### src/rtl/udp_crc_pkg.sv
// Shared CRC-32 definitions for the UDP transmit and receive paths.
// The polynomial is passed in so both paths can be parameterised alike.
package udp_crc_pkg;

  localparam logic [31:0] CRC_POLY_DEFAULT = 32'h973AFB51;
  localparam logic [31:0] CRC_INIT_DEFAULT = 32'h00000000;

  typedef enum logic [1:0] {
    StIdle,
    StRecv,
    StCheck,
    StSend
  } rx_state_e;

  // MSB-first, non-reflected update of crc with one byte.
  function automatic logic [31:0] crc32_byte(input logic [31:0] crc,
                                             input logic [7:0]  data,
                                             input logic [31:0] poly);
    logic [31:0] c;
    logic        fb;
    c = crc;
    for (int i = 7; i >= 0; i--) begin
      fb = c[31] ^ data[i];
      c  = {c[30:0], 1'b0} ^ (fb ? poly : 32'h0);
    end
    return c;
  endfunction

endpackage

### src/rtl/rx_frame_buffer.sv
// Simple dual-port frame buffer: synchronous write, registered read.
// Contents are not reset; readers gate the output with their own valid.
module rx_frame_buffer #(
  parameter int unsigned Depth = 64,
  parameter int unsigned Aw    = $clog2(Depth)
) (
  input  logic          clk_i,
  input  logic          we_i,
  input  logic [Aw-1:0] waddr_i,
  input  logic [7:0]    wdata_i,
  input  logic [Aw-1:0] raddr_i,
  output logic [7:0]    rdata_o
);

  logic [7:0] mem_q [Depth];
  logic [7:0] rdata_q;

  always_ff @(posedge clk_i) begin
    if (we_i) begin
      mem_q[waddr_i] <= wdata_i;
    end
    rdata_q <= mem_q[raddr_i];
  end

  assign rdata_o = rdata_q;

endmodule

### src/rtl/crc_rx_stream.sv
// Receive-side CRC-32 checker with store-and-forward buffering.
// Good frames are forwarded without their 4 CRC bytes; bad frames vanish.
module crc_rx_stream
  import udp_crc_pkg::*;
#(
  parameter int unsigned MAX_BYTES = 64,
  parameter logic [31:0] CRC_POLY  = CRC_POLY_DEFAULT,
  parameter logic [31:0] CRC_INIT  = CRC_INIT_DEFAULT
) (
  input  logic       clk,
  input  logic       rst_n,
  input  logic [7:0] udp_rx,
  input  logic       udp_rx_valid,
  input  logic       udp_rx_first,
  input  logic       udp_rx_last,
  output logic [7:0] to_udp,
  output logic       to_udp_valid,
  output logic       to_udp_first,
  output logic       to_udp_last,
  output logic       crc_valid,
  output logic       crc_check,
  output logic       rx_busy_drop
);

  localparam int unsigned Aw = $clog2(MAX_BYTES);
  localparam int unsigned Pw = Aw + 1;

  rx_state_e   state_q, state_d;
  logic [Pw-1:0] wr_ptr_q, wr_ptr_d;
  logic [Pw-1:0] rd_ptr_q, rd_ptr_d;
  logic [Pw-1:0] len_q, len_d;
  logic          ovf_q, ovf_d;
  logic [31:0]   tail_q, tail_d;
  logic [2:0]    tail_cnt_q, tail_cnt_d;
  logic [31:0]   crc_q, crc_d;
  logic          crc_valid_q, crc_valid_d;
  logic          crc_check_q, crc_check_d;

  logic          start, take;
  logic          we;
  logic [Aw-1:0] waddr, raddr;
  logic [7:0]    rdata;

  rx_frame_buffer #(
    .Depth (MAX_BYTES)
  ) u_buf (
    .clk_i   (clk),
    .we_i    (we),
    .waddr_i (waddr),
    .wdata_i (udp_rx),
    .raddr_i (raddr),
    .rdata_o (rdata)
  );

  always_comb begin
    state_d      = state_q;
    wr_ptr_d     = wr_ptr_q;
    rd_ptr_d     = rd_ptr_q;
    len_d        = len_q;
    ovf_d        = ovf_q;
    tail_d       = tail_q;
    tail_cnt_d   = tail_cnt_q;
    crc_d        = crc_q;
    crc_valid_d  = 1'b0;
    crc_check_d  = 1'b0;
    we           = 1'b0;
    waddr        = wr_ptr_q[Aw-1:0];
    raddr        = '0;
    to_udp       = 8'h00;
    to_udp_valid = 1'b0;
    to_udp_first = 1'b0;
    to_udp_last  = 1'b0;
    rx_busy_drop = 1'b0;

    start = udp_rx_valid & udp_rx_first & ((state_q == StIdle) | (state_q == StRecv));
    take  = udp_rx_valid & ~udp_rx_first & (state_q == StRecv);

    if (start) begin
      we         = 1'b1;
      waddr      = '0;
      wr_ptr_d   = Pw'(1);
      ovf_d      = 1'b0;
      tail_d     = {24'h0, udp_rx};
      tail_cnt_d = 3'd1;
      crc_d      = CRC_INIT;
      state_d    = StRecv;
    end else if (take) begin
      if (wr_ptr_q == Pw'(MAX_BYTES)) begin
        ovf_d = 1'b1;
      end else begin
        we       = 1'b1;
        wr_ptr_d = wr_ptr_q + 1'b1;
      end
      tail_d = {tail_q[23:0], udp_rx};
      // Bytes only reach the CRC once they leave the tail, so the CRC never sees the trailer.
      if (tail_cnt_q == 3'd4) begin
        crc_d = crc32_byte(crc_q, tail_q[31:24], CRC_POLY);
      end else begin
        tail_cnt_d = tail_cnt_q + 3'd1;
      end
    end

    // Verdict is computed from next-state values so it is registered one cycle after the last byte.
    if ((start | take) & udp_rx_last) begin
      state_d     = StCheck;
      len_d       = wr_ptr_d;
      crc_valid_d = 1'b1;
      crc_check_d = (wr_ptr_d >= Pw'(4)) & ~ovf_d & (tail_d == ~crc_d);
    end

    case (state_q)
      StCheck: begin
        rx_busy_drop = udp_rx_valid;
        raddr        = '0;
        rd_ptr_d     = '0;
        state_d      = (crc_check_q && (len_q > Pw'(4))) ? StSend : StIdle;
      end
      StSend: begin
        rx_busy_drop = udp_rx_valid;
        to_udp_valid = 1'b1;
        to_udp       = rdata;
        to_udp_first = (rd_ptr_q == '0);
        raddr        = Aw'(rd_ptr_q + 1'b1);
        rd_ptr_d     = rd_ptr_q + 1'b1;
        if (rd_ptr_q == len_q - Pw'(5)) begin
          to_udp_last = 1'b1;
          state_d     = StIdle;
        end
      end
      default: ;
    endcase
  end

  always_ff @(posedge clk or negedge rst_n) begin
    if (!rst_n) begin
      state_q     <= StIdle;
      wr_ptr_q    <= '0;
      rd_ptr_q    <= '0;
      len_q       <= '0;
      ovf_q       <= 1'b0;
      tail_q      <= '0;
      tail_cnt_q  <= '0;
      crc_q       <= '0;
      crc_valid_q <= 1'b0;
      crc_check_q <= 1'b0;
    end else begin
      state_q     <= state_d;
      wr_ptr_q    <= wr_ptr_d;
      rd_ptr_q    <= rd_ptr_d;
      len_q       <= len_d;
      ovf_q       <= ovf_d;
      tail_q      <= tail_d;
      tail_cnt_q  <= tail_cnt_d;
      crc_q       <= crc_d;
      crc_valid_q <= crc_valid_d;
      crc_check_q <= crc_check_d;
    end
  end

  assign crc_valid = crc_valid_q;
  assign crc_check = crc_check_q;

endmodule

### config.mk
export PLATFORM = sky130hd
export DESIGN_NAME = crc_rx_stream
export DESIGN_NICKNAME = d
export VERILOG_FILES = /design/src/rtl/udp_crc_pkg.sv /design/src/rtl/rx_frame_buffer.sv /design/src/rtl/crc_rx_stream.sv
export SDC_FILE = /design/constraint.sdc
export NUM_CORES = 1
export LEC_CHECK = 0
export CORE_ASPECT_RATIO = 0.75
export CORE_MARGIN = 10
export CORE_UTILIZATION = 50
export CTS_BUF_LIST = sky130_fd_sc_hd__clkbuf_4 sky130_fd_sc_hd__clkbuf_8
export DETAILED_ROUTE_END_ITERATION = 10
export PLACE_DENSITY = 0.71
export SLEW_MARGIN = 20
export SYNTH_ARGS = -nofsm -noshare
export SYNTH_HDL_FRONTEND = slang
export SYNTH_SLANG_ARGS = --single-unit
export TNS_END_PERCENT = 50
### constraint.sdc
create_clock -name clk -period 9.7 [get_ports clk]
set_clock_uncertainty 0.15 [all_clocks]
set_input_delay 1.94 -clock clk [delete_from_list [all_inputs] [get_ports clk]]
set_output_delay 1.94 -clock clk [all_outputs]
set_load 0.05 [all_outputs]
==> impl_metrics.env, run 1 <==
export IMPL_status="finished, final reports clean"
export IMPL_yosysSeqAreaShare_pct=66.4
export IMPL_die_area_um2=63600
export IMPL_power_leakage_nw=10.2
export IMPL_place_hpwl_um=42700
export IMPL_ys_ff_latch=613
export IMPL_regArea_um2=17900
export IMPL_syn_area_um2=26900
export IMPL_place_congestion=0.909
export IMPL_drive_above_1_share_pct=13.5
export IMPL_critPathMaxFanout=39
export IMPL_post_drt_wl_per_cell_um=25.1
export IMPL_internal_power_mw=5.17
export IMPL_min_period_ns=5.94
export IMPL_async_reset_ff_share_pct=15.2
export IMPL_power_density_nw_per_um2=282
export IMPL_core_area_um2=53200
export IMPL_setup_violations=0
export IMPL_grt_first_pass_wirelength_um=106000
export IMPL_cts_buffers=93
export IMPL_p_switching_mw=3.20
export IMPL_cts_resized=0
export IMPL_post_cts_buffers=0
export IMPL_critPathKind="reg -> out"
export IMPL_n_antenna_cell=0
export IMPL_routed_wl_um=71200
export IMPL_syn_instance_count=2029
export IMPL_grt_pass1_vias=16694
export IMPL_start_util_pct=50.6
export IMPL_finalCritPeriodShare_pct=61.2
export IMPL_path_clk_slew_ns=0.06
export IMPL_track_usage_pct=22.0
export IMPL_ir_worst_vdd_uv=221
export IMPL_multi_input_area_um2=8560
export IMPL_ctsLongestPathBuffers=3
export IMPL_rsz0062_at_grt="no"
export IMPL_slowest_stage="clkdlybuf4s50_1"
export IMPL_rows=73
export IMPL_grt_antenna_before_repair=0
export IMPL_cts_htree_levels=3
export IMPL_start_kind="flop"
export IMPL_final_cell_mix="512 x edfxtp_1, 231 x nand2_1, 123 x a21oi_1, 108 x nor2_1, 98 x o21ai_0"
export IMPL_tritoncts="built"
export IMPL_hold_viol=0
export IMPL_required_ns=7.61
export IMPL_ios=27
export IMPL_yosysWarnings=0
export IMPL_die_w_um=288
export IMPL_worstPathArrival_ns=3.85
export IMPL_detail_route_antenna_nets=0
export IMPL_synth_avg_cell_area_um2=13.3
export IMPL_post_place_ws_ns=3.35
export IMPL_worst_path_largest_cell_delay_ns=0.96
export IMPL_synth_edf_count=512
export IMPL_drt_iter0_drc=2473
export IMPL_cts_root_buf="clkbuf_8"
export IMPL_path_cells="nand2_1 > buf_4 > clkinv_1 > clkdlybuf4s50_1"
export IMPL_synth_ff_type="edfxtp_1"
export IMPL_syn_nets=2049
export IMPL_seq_power_share_pct=38.0
export IMPL_drv_cap=0
export IMPL_areaGrowthSynthToFinish_pct=10.2
export IMPL_setup_tns_ns=0
export IMPL_clk_latency_ns=0.70
export IMPL_maxSlewViolCount=0
export IMPL_die_h_um=221
export IMPL_final_nets=2071
export IMPL_hold_slack_ns=0.375
export IMPL_fillers=4331
export IMPL_vias=17498
export IMPL_switching_share_pct=38.2
export IMPL_first_pass_iters=6
export IMPL_clockPowerShare_pct=24.9
export IMPL_setup_slack_ns=3.76
export IMPL_tightestPinTransition_ns=1.04
export IMPL_end_kind="output pin"
export IMPL_clock_sinks=613
export IMPL_grt_overflow_total=0
export IMPL_drc=0
export IMPL_hold_path_class="reg -> reg"
export IMPL_layout_commonest_cell="edfxtp_1"
export IMPL_synth_cell_types=67
export IMPL_timing_fmax_mhz=168
export IMPL_combinationalPowerShare_pct=37.1
export IMPL_portBuffers=26
export IMPL_holdBufCountCts=0
export IMPL_viasPerCell=6.17
export IMPL_slew_headroom_pct=28.7
export IMPL_grt_max_degree=122
-- metal layers --
metal | wire, um | track usage [%] | vias up
met2 | 31000 | 31.0 | 956
met1 | 31000 | 33.1 | 8725
li1 | - | - | 7701
met5 | 0 | 0 | -
met4 | 1530 | 6.27 | 0
met3 | 7730 | 5.47 | 116
-- critical path, delay by kind of cell, from the launching register on --
family | cells | cell delay, ns
buf+inv | 3 | 2.25
flops | 1 | 0.74
simple gates | 1 | 0.17
-- power groups by stage --
stage	Combinational (mW)	Sequential, mW	Clock (mW)
final	3.11	3.18	2.08
after global routing	3.33	3.19	2.22
after CTS	3.06	3.17	2.11
after detailed placement	3.05	3.23	0
after global placement	3.01	3.22	0
after floorplan	2.20	3.10	0
-- stage by stage --
| stage | area (um2) | total power [mW] | cells | util, % |
|---|---|---|---|---|
| global route | 29700 | 8.75 | 2834 | 55.8 |
| global placement | 27900 | 6.23 | 2668 | 52.4 |
| detailed placement | 27900 | 6.27 | 2668 | 52.4 |
| finish | 29700 | 8.38 | 2834 | 55.8 |
| CTS | 29600 | 8.34 | 2834 | 55.8 |
| floorplan | 26900 | 5.31 | 2029 | - |
-- Yosys cell counts, drive strengths merged, types with 8 or more instances --
library cell,n,area (um2)
xor2,33,312
clkbuf,106,398
a21oi,123,616
nand2,233,875
dfrtp,93,2330
edfxtp,512,15400
mux2,45,507
o221ai,29,254
o31ai,8,60.1
and2,43,269
o211ai,14,105
a311oi,44,385
inv,20,75.1
and3,35,219
nand3,60,300
mux2i,81,811
nor2,112,423
nor3,27,135
mux4,13,293
buf,27,111
a211oi,49,368
o21ai,105,526
a31oi,23,144
dfxtp,8,160
xnor2,89,956
-- cell type report --
| class | instances | area share, % |
|---|---|---|
| Timing Repair Buffer | 60 | 1.64 |
| Sequential cell | 613 | 60.2 |
| Tap cell | 712 | 3.00 |
| Clock buffer | 129 | 5.25 |
| Multi-Input combinational cell | 1262 | 28.9 |
| Clock inverter | 37 | 0.759 |
| Inverter | 21 | 0.266 |
-- path summary, 6_finish.rpt --
| kind | slack [ns] | from | depth (start not counted) | end |
|---|---|---|---|---|
| max | 3.76 | state_q[1]$_DFF_PN0_ | 4 | to_udp_valid |
| min | 0.38 | ovf_q$_DFF_PN0_ | 2 | ovf_q$_DFF_PN0_ |
| max reg2reg | 4.33 | state_q[1]$_DFF_PN0_ | 11 | u_buf.rdata_o[4]$_DFF_P_ |
| min reg2reg | 0.38 | ovf_q$_DFF_PN0_ | 2 | ovf_q$_DFF_PN0_ |
| max in group asynchronous | 7.17 | rst_n | 2 | crc_q[2]$_DFF_PN0_ |
| min in group asynchronous | 1.08 | rst_n | 1 | rd_ptr_q[5]$_DFFE_PN0N_ |
-- cells by family (layout without fill, tap and decap cells) --
group                      after synthesis  after routing  synth area share, %
buffers and inverters                  154            247                 2.19
muxes                                  139            139                 5.98
AOI/OAI and AO/OA                      442            442                 10.6
xor gates and xnor gates               129            129                 5.30
adders and majority gates                7              7                0.325
and+or+nand+nor                        545            545                 9.21
DFF                                    613            613                 66.4
-- flip-flops by register name (all words and copies together) (netlist names) --
| signal | cells |
|---|---|
| u_buf.mem_q | 512 |
| tail_q | 32 |
| ovf_q | 1 |
| wr_ptr_q | 7 |
| u_buf.rdata_o | 8 |
| crc_q | 32 |
| tail_cnt_q | 3 |
| state_q | 2 |
| len_q | 7 |
| crc_valid | 1 |
| crc_check | 1 |
| rd_ptr_q | 7 |
Note: power is estimated with default switching activity, not from simulation.
==> run 2: changes to the inputs <==
--- a/config.mk
+++ b/config.mk
@@ -10,7 +10,7 @@
 export CORE_UTILIZATION = 50
 export CTS_BUF_LIST = sky130_fd_sc_hd__clkbuf_4 sky130_fd_sc_hd__clkbuf_8
 export DETAILED_ROUTE_END_ITERATION = 10
-export PLACE_DENSITY = 0.71
+export PLACE_DENSITY = 0.73
 export SLEW_MARGIN = 20
 export SYNTH_ARGS = -nofsm -noshare
 export SYNTH_HDL_FRONTEND = slang
==> constraint.sdc (replaced) <==
create_clock -name clk -period 5.1 [get_ports clk]
set_clock_uncertainty 0.15 [all_clocks]
set_input_delay 1.02 -clock clk [delete_from_list [all_inputs] [get_ports clk]]
set_output_delay 1.02 -clock clk [all_outputs]
set_load 0.05 [all_outputs]
==> run 2 against run 1 <==
  * Global-route usage increased by 0.73 points
  * Flip-flop and latch count unchanged
  * Final area rose by 1.3%
  * Register-to-register slack worse by 3.1 ns
  * Via count increased by 1.9%
  * Setup slack got worse by 3.2 ns
  * Sequential share of layout area decreased by 0.79 points
  * Hold slack worse by 0.051 ns
  * First-iteration DRC count down 1.0%
  * Critical path depth grew 5
  * Sequential power rose by 88%
  * Combinational power grew 100%
  * Largest power group is now combinational logic
==> impl_metrics.env, run 2 (synthesis results as in run 1) <==
export IMPL_largest_reg_flops=512
export IMPL_top_register="u_buf.mem_q"
export IMPL_p_switching_mw=6.33
export IMPL_power_mw=16.3
export IMPL_cts_buffers=95
export IMPL_die_h_um=221
export IMPL_hold_path_class="in -> async"
export IMPL_die_area_um2=63600
export IMPL_fillers=4222
export IMPL_cts_htree_levels=3
export IMPL_hold_viol=0
export IMPL_grt_first_pass_wirelength_um=110000
export IMPL_cts_resized=0
export IMPL_end_kind="output pin"
export IMPL_final_cell_mix="512 x edfxtp_1, 231 x nand2_1, 123 x a21oi_1, 108 x nor2_1, 100 x clkbuf_8"
export IMPL_ir_worst_vdd_uv=491
export IMPL_core_area_um2=53200
export IMPL_start_util_pct=50.6
export IMPL_tightestPinTransition_ns=1.04
export IMPL_path_cells="inv_1 > ha_1 > nand2b_1 > nand3b_1 > xnor2_1 > nand4_1 > a2111o_1 > nor2_1 > clkdlybuf4s50_1"
export IMPL_post_drt_wl_per_cell_um=25.3
export IMPL_slew_headroom_pct=30.2
export IMPL_rsz0062_at_grt="no"
export IMPL_placedInstanceArea_um2=28200
export IMPL_critPathMaxFanout=4
export IMPL_areaGrowthSynthToFinish_pct=11.7
export IMPL_worstReg2RegEnd="u_buf.rdata_o[0]$_DFF_P_"
export IMPL_path_clk_slew_ns=0.06
export IMPL_first_pass_iters=6
export IMPL_rows=73
export IMPL_maxSlewViolCount=0
export IMPL_critPathKind="reg -> out"
export IMPL_track_usage_pct=22.7
export IMPL_min_period_ns=4.54
export IMPL_n_antenna_cell=0
export IMPL_drc=0
export IMPL_worst_path_largest_cell_delay_ns=0.86
export IMPL_timing_fmax_mhz=220
export IMPL_start_kind="flop"
export IMPL_setup_violations=0
export IMPL_slowest_stage="clkdlybuf4s50_1"
export IMPL_cts_root_buf="clkbuf_8"
export IMPL_viasPerCell=6.18
export IMPL_hold_slack_ns=0.324
export IMPL_drt_iter0_drc=2448
export IMPL_ctsLongestPathBuffers=3
export IMPL_holdBufCountCts=0
export IMPL_clock_sinks=613
export IMPL_clockPowerShare_pct=24.9
export IMPL_setup_tns_ns=0
export IMPL_place_congestion=0.969
export IMPL_rr_worst_depth=9
export IMPL_power_density_nw_per_um2=544
export IMPL_startpoint="len_q[0]$_DFFE_PN0P_"
export IMPL_placed_cells=2709
export IMPL_power_leakage_nw=10.5
export IMPL_final_nets=2114
export IMPL_portBuffers=26
export IMPL_die_w_um=288
export IMPL_vias=17836
export IMPL_reg_largest_list="u_buf.mem_q: 512 flops, crc_q: 32 flops, tail_q: 32 flops"
export IMPL_detail_route_antenna_nets=0
export IMPL_tritoncts="built"
export IMPL_drive_above_1_share_pct=15.5
export IMPL_setup_slack_ns=0.564
export IMPL_layout_commonest_cell="edfxtp_1"
export IMPL_internal_power_mw=10.0
export IMPL_regArea_um2=17900
export IMPL_clk_latency_ns=0.69
export IMPL_routed_wl_um=73100
export IMPL_grt_antenna_before_repair=2
export IMPL_worstPathArrival_ns=3.37
export IMPL_post_cts_buffers=0
export IMPL_reg2reg_slack_ns=1.21
export IMPL_fin_util_pct=56.5
export IMPL_drv_cap=0
export IMPL_grt_overflow_total=0
export IMPL_r2r_start="rd_ptr_q[0]$_DFFE_PN0N_"
export IMPL_switching_share_pct=38.8
export IMPL_required_ns=3.93
export IMPL_final_cells=2886
export IMPL_finalCritPeriodShare_pct=88.9
export IMPL_design_area_um2=30100
export IMPL_post_place_ws_ns=0.706
export IMPL_crit_end="to_udp_last"
export IMPL_ios=27
export IMPL_place_hpwl_um=46100
export IMPL_multi_input_area_um2=8530
export IMPL_combinationalPowerShare_pct=38.6
export IMPL_seq_power_share_pct=36.5
export IMPL_grt_max_degree=74
export IMPL_grt_pass1_vias=17366
export IMPL_status="finished, final reports clean"
-- run 2: changes by cell type in the layout (fill, tap and decap cells not counted), sizes merged, moves of 2 or more --
cell / before / now
inv: 22 / 24
clkdlybuf4s50: 17 / 15
buf: 43 / 86
clkinv: 30 / 34
clkbuf: 129 / 136
-- run 2: routing by layer --
layer	part of all wire (%)	GRT usage, %	vias to the layer above
met4	1.8	5.62	2
met5	0.014	0	-
met3	12	7.26	112
li1	-	-	7792
met1	44	33.7	8955
met2	43	31.7	975
-- run 2: area by class of cell --
cell class / instances / share of cell area, %
sequential: 613 / 59.4
multi-input combinational: 1262 / 28.4
clock buffer: 136 / 5.48
tap: 712 / 2.96
timing repair buffer: 101 / 2.71
clock inverter: 41 / 0.749
inverter: 21 / 0.262
-- run 2: how the worst min path moves through the flow --
| stage | from | to | slack (ns) | cells after the start |
|---|---|---|---|---|
| floorplan | ovf_q$_DFF_PN0_ | ovf_q$_DFF_PN0_ | 0.31 | 2 |
| global placement | ovf_q$_DFF_PN0_ | ovf_q$_DFF_PN0_ | 0.33 | 2 |
| detailed placement | ovf_q$_DFF_PN0_ | ovf_q$_DFF_PN0_ | 0.34 | 2 |
| CTS | rst_n | crc_q[18]$_DFF_PN0_ | 0.32 | 1 |
| global route | rst_n | state_q[0]$_DFF_PN0_ | 0.35 | 1 |
| finish | rst_n | tail_q[17]$_DFF_PN0_ | 0.32 | 1 |
-- run 2: worst max-delay path, delay by kind of cell, from the launching register on --
kind,cells,cell delay [ns]
AOI/OAI and AO/OA,1,0.34
xor gates and xnor gates,1,0.13
adders and majority gates,1,0.20
buffers and inverters,2,0.93
DFF,1,0.41
and+or+nand+nor,4,0.66
-- run 2: power by group through the flow --
| stage | Sequential [mW] | Clock, mW | Combinational, mW |
|---|---|---|---|
| floorplan | 5.90 | 0 | 4.19 |
| global placement | 6.05 | 0 | 6.10 |
| detailed placement | 6.05 | 0 | 6.17 |
| CTS | 5.95 | 4.11 | 6.19 |
| global route | 5.99 | 4.36 | 6.70 |
| finish | 5.97 | 4.06 | 6.31 |
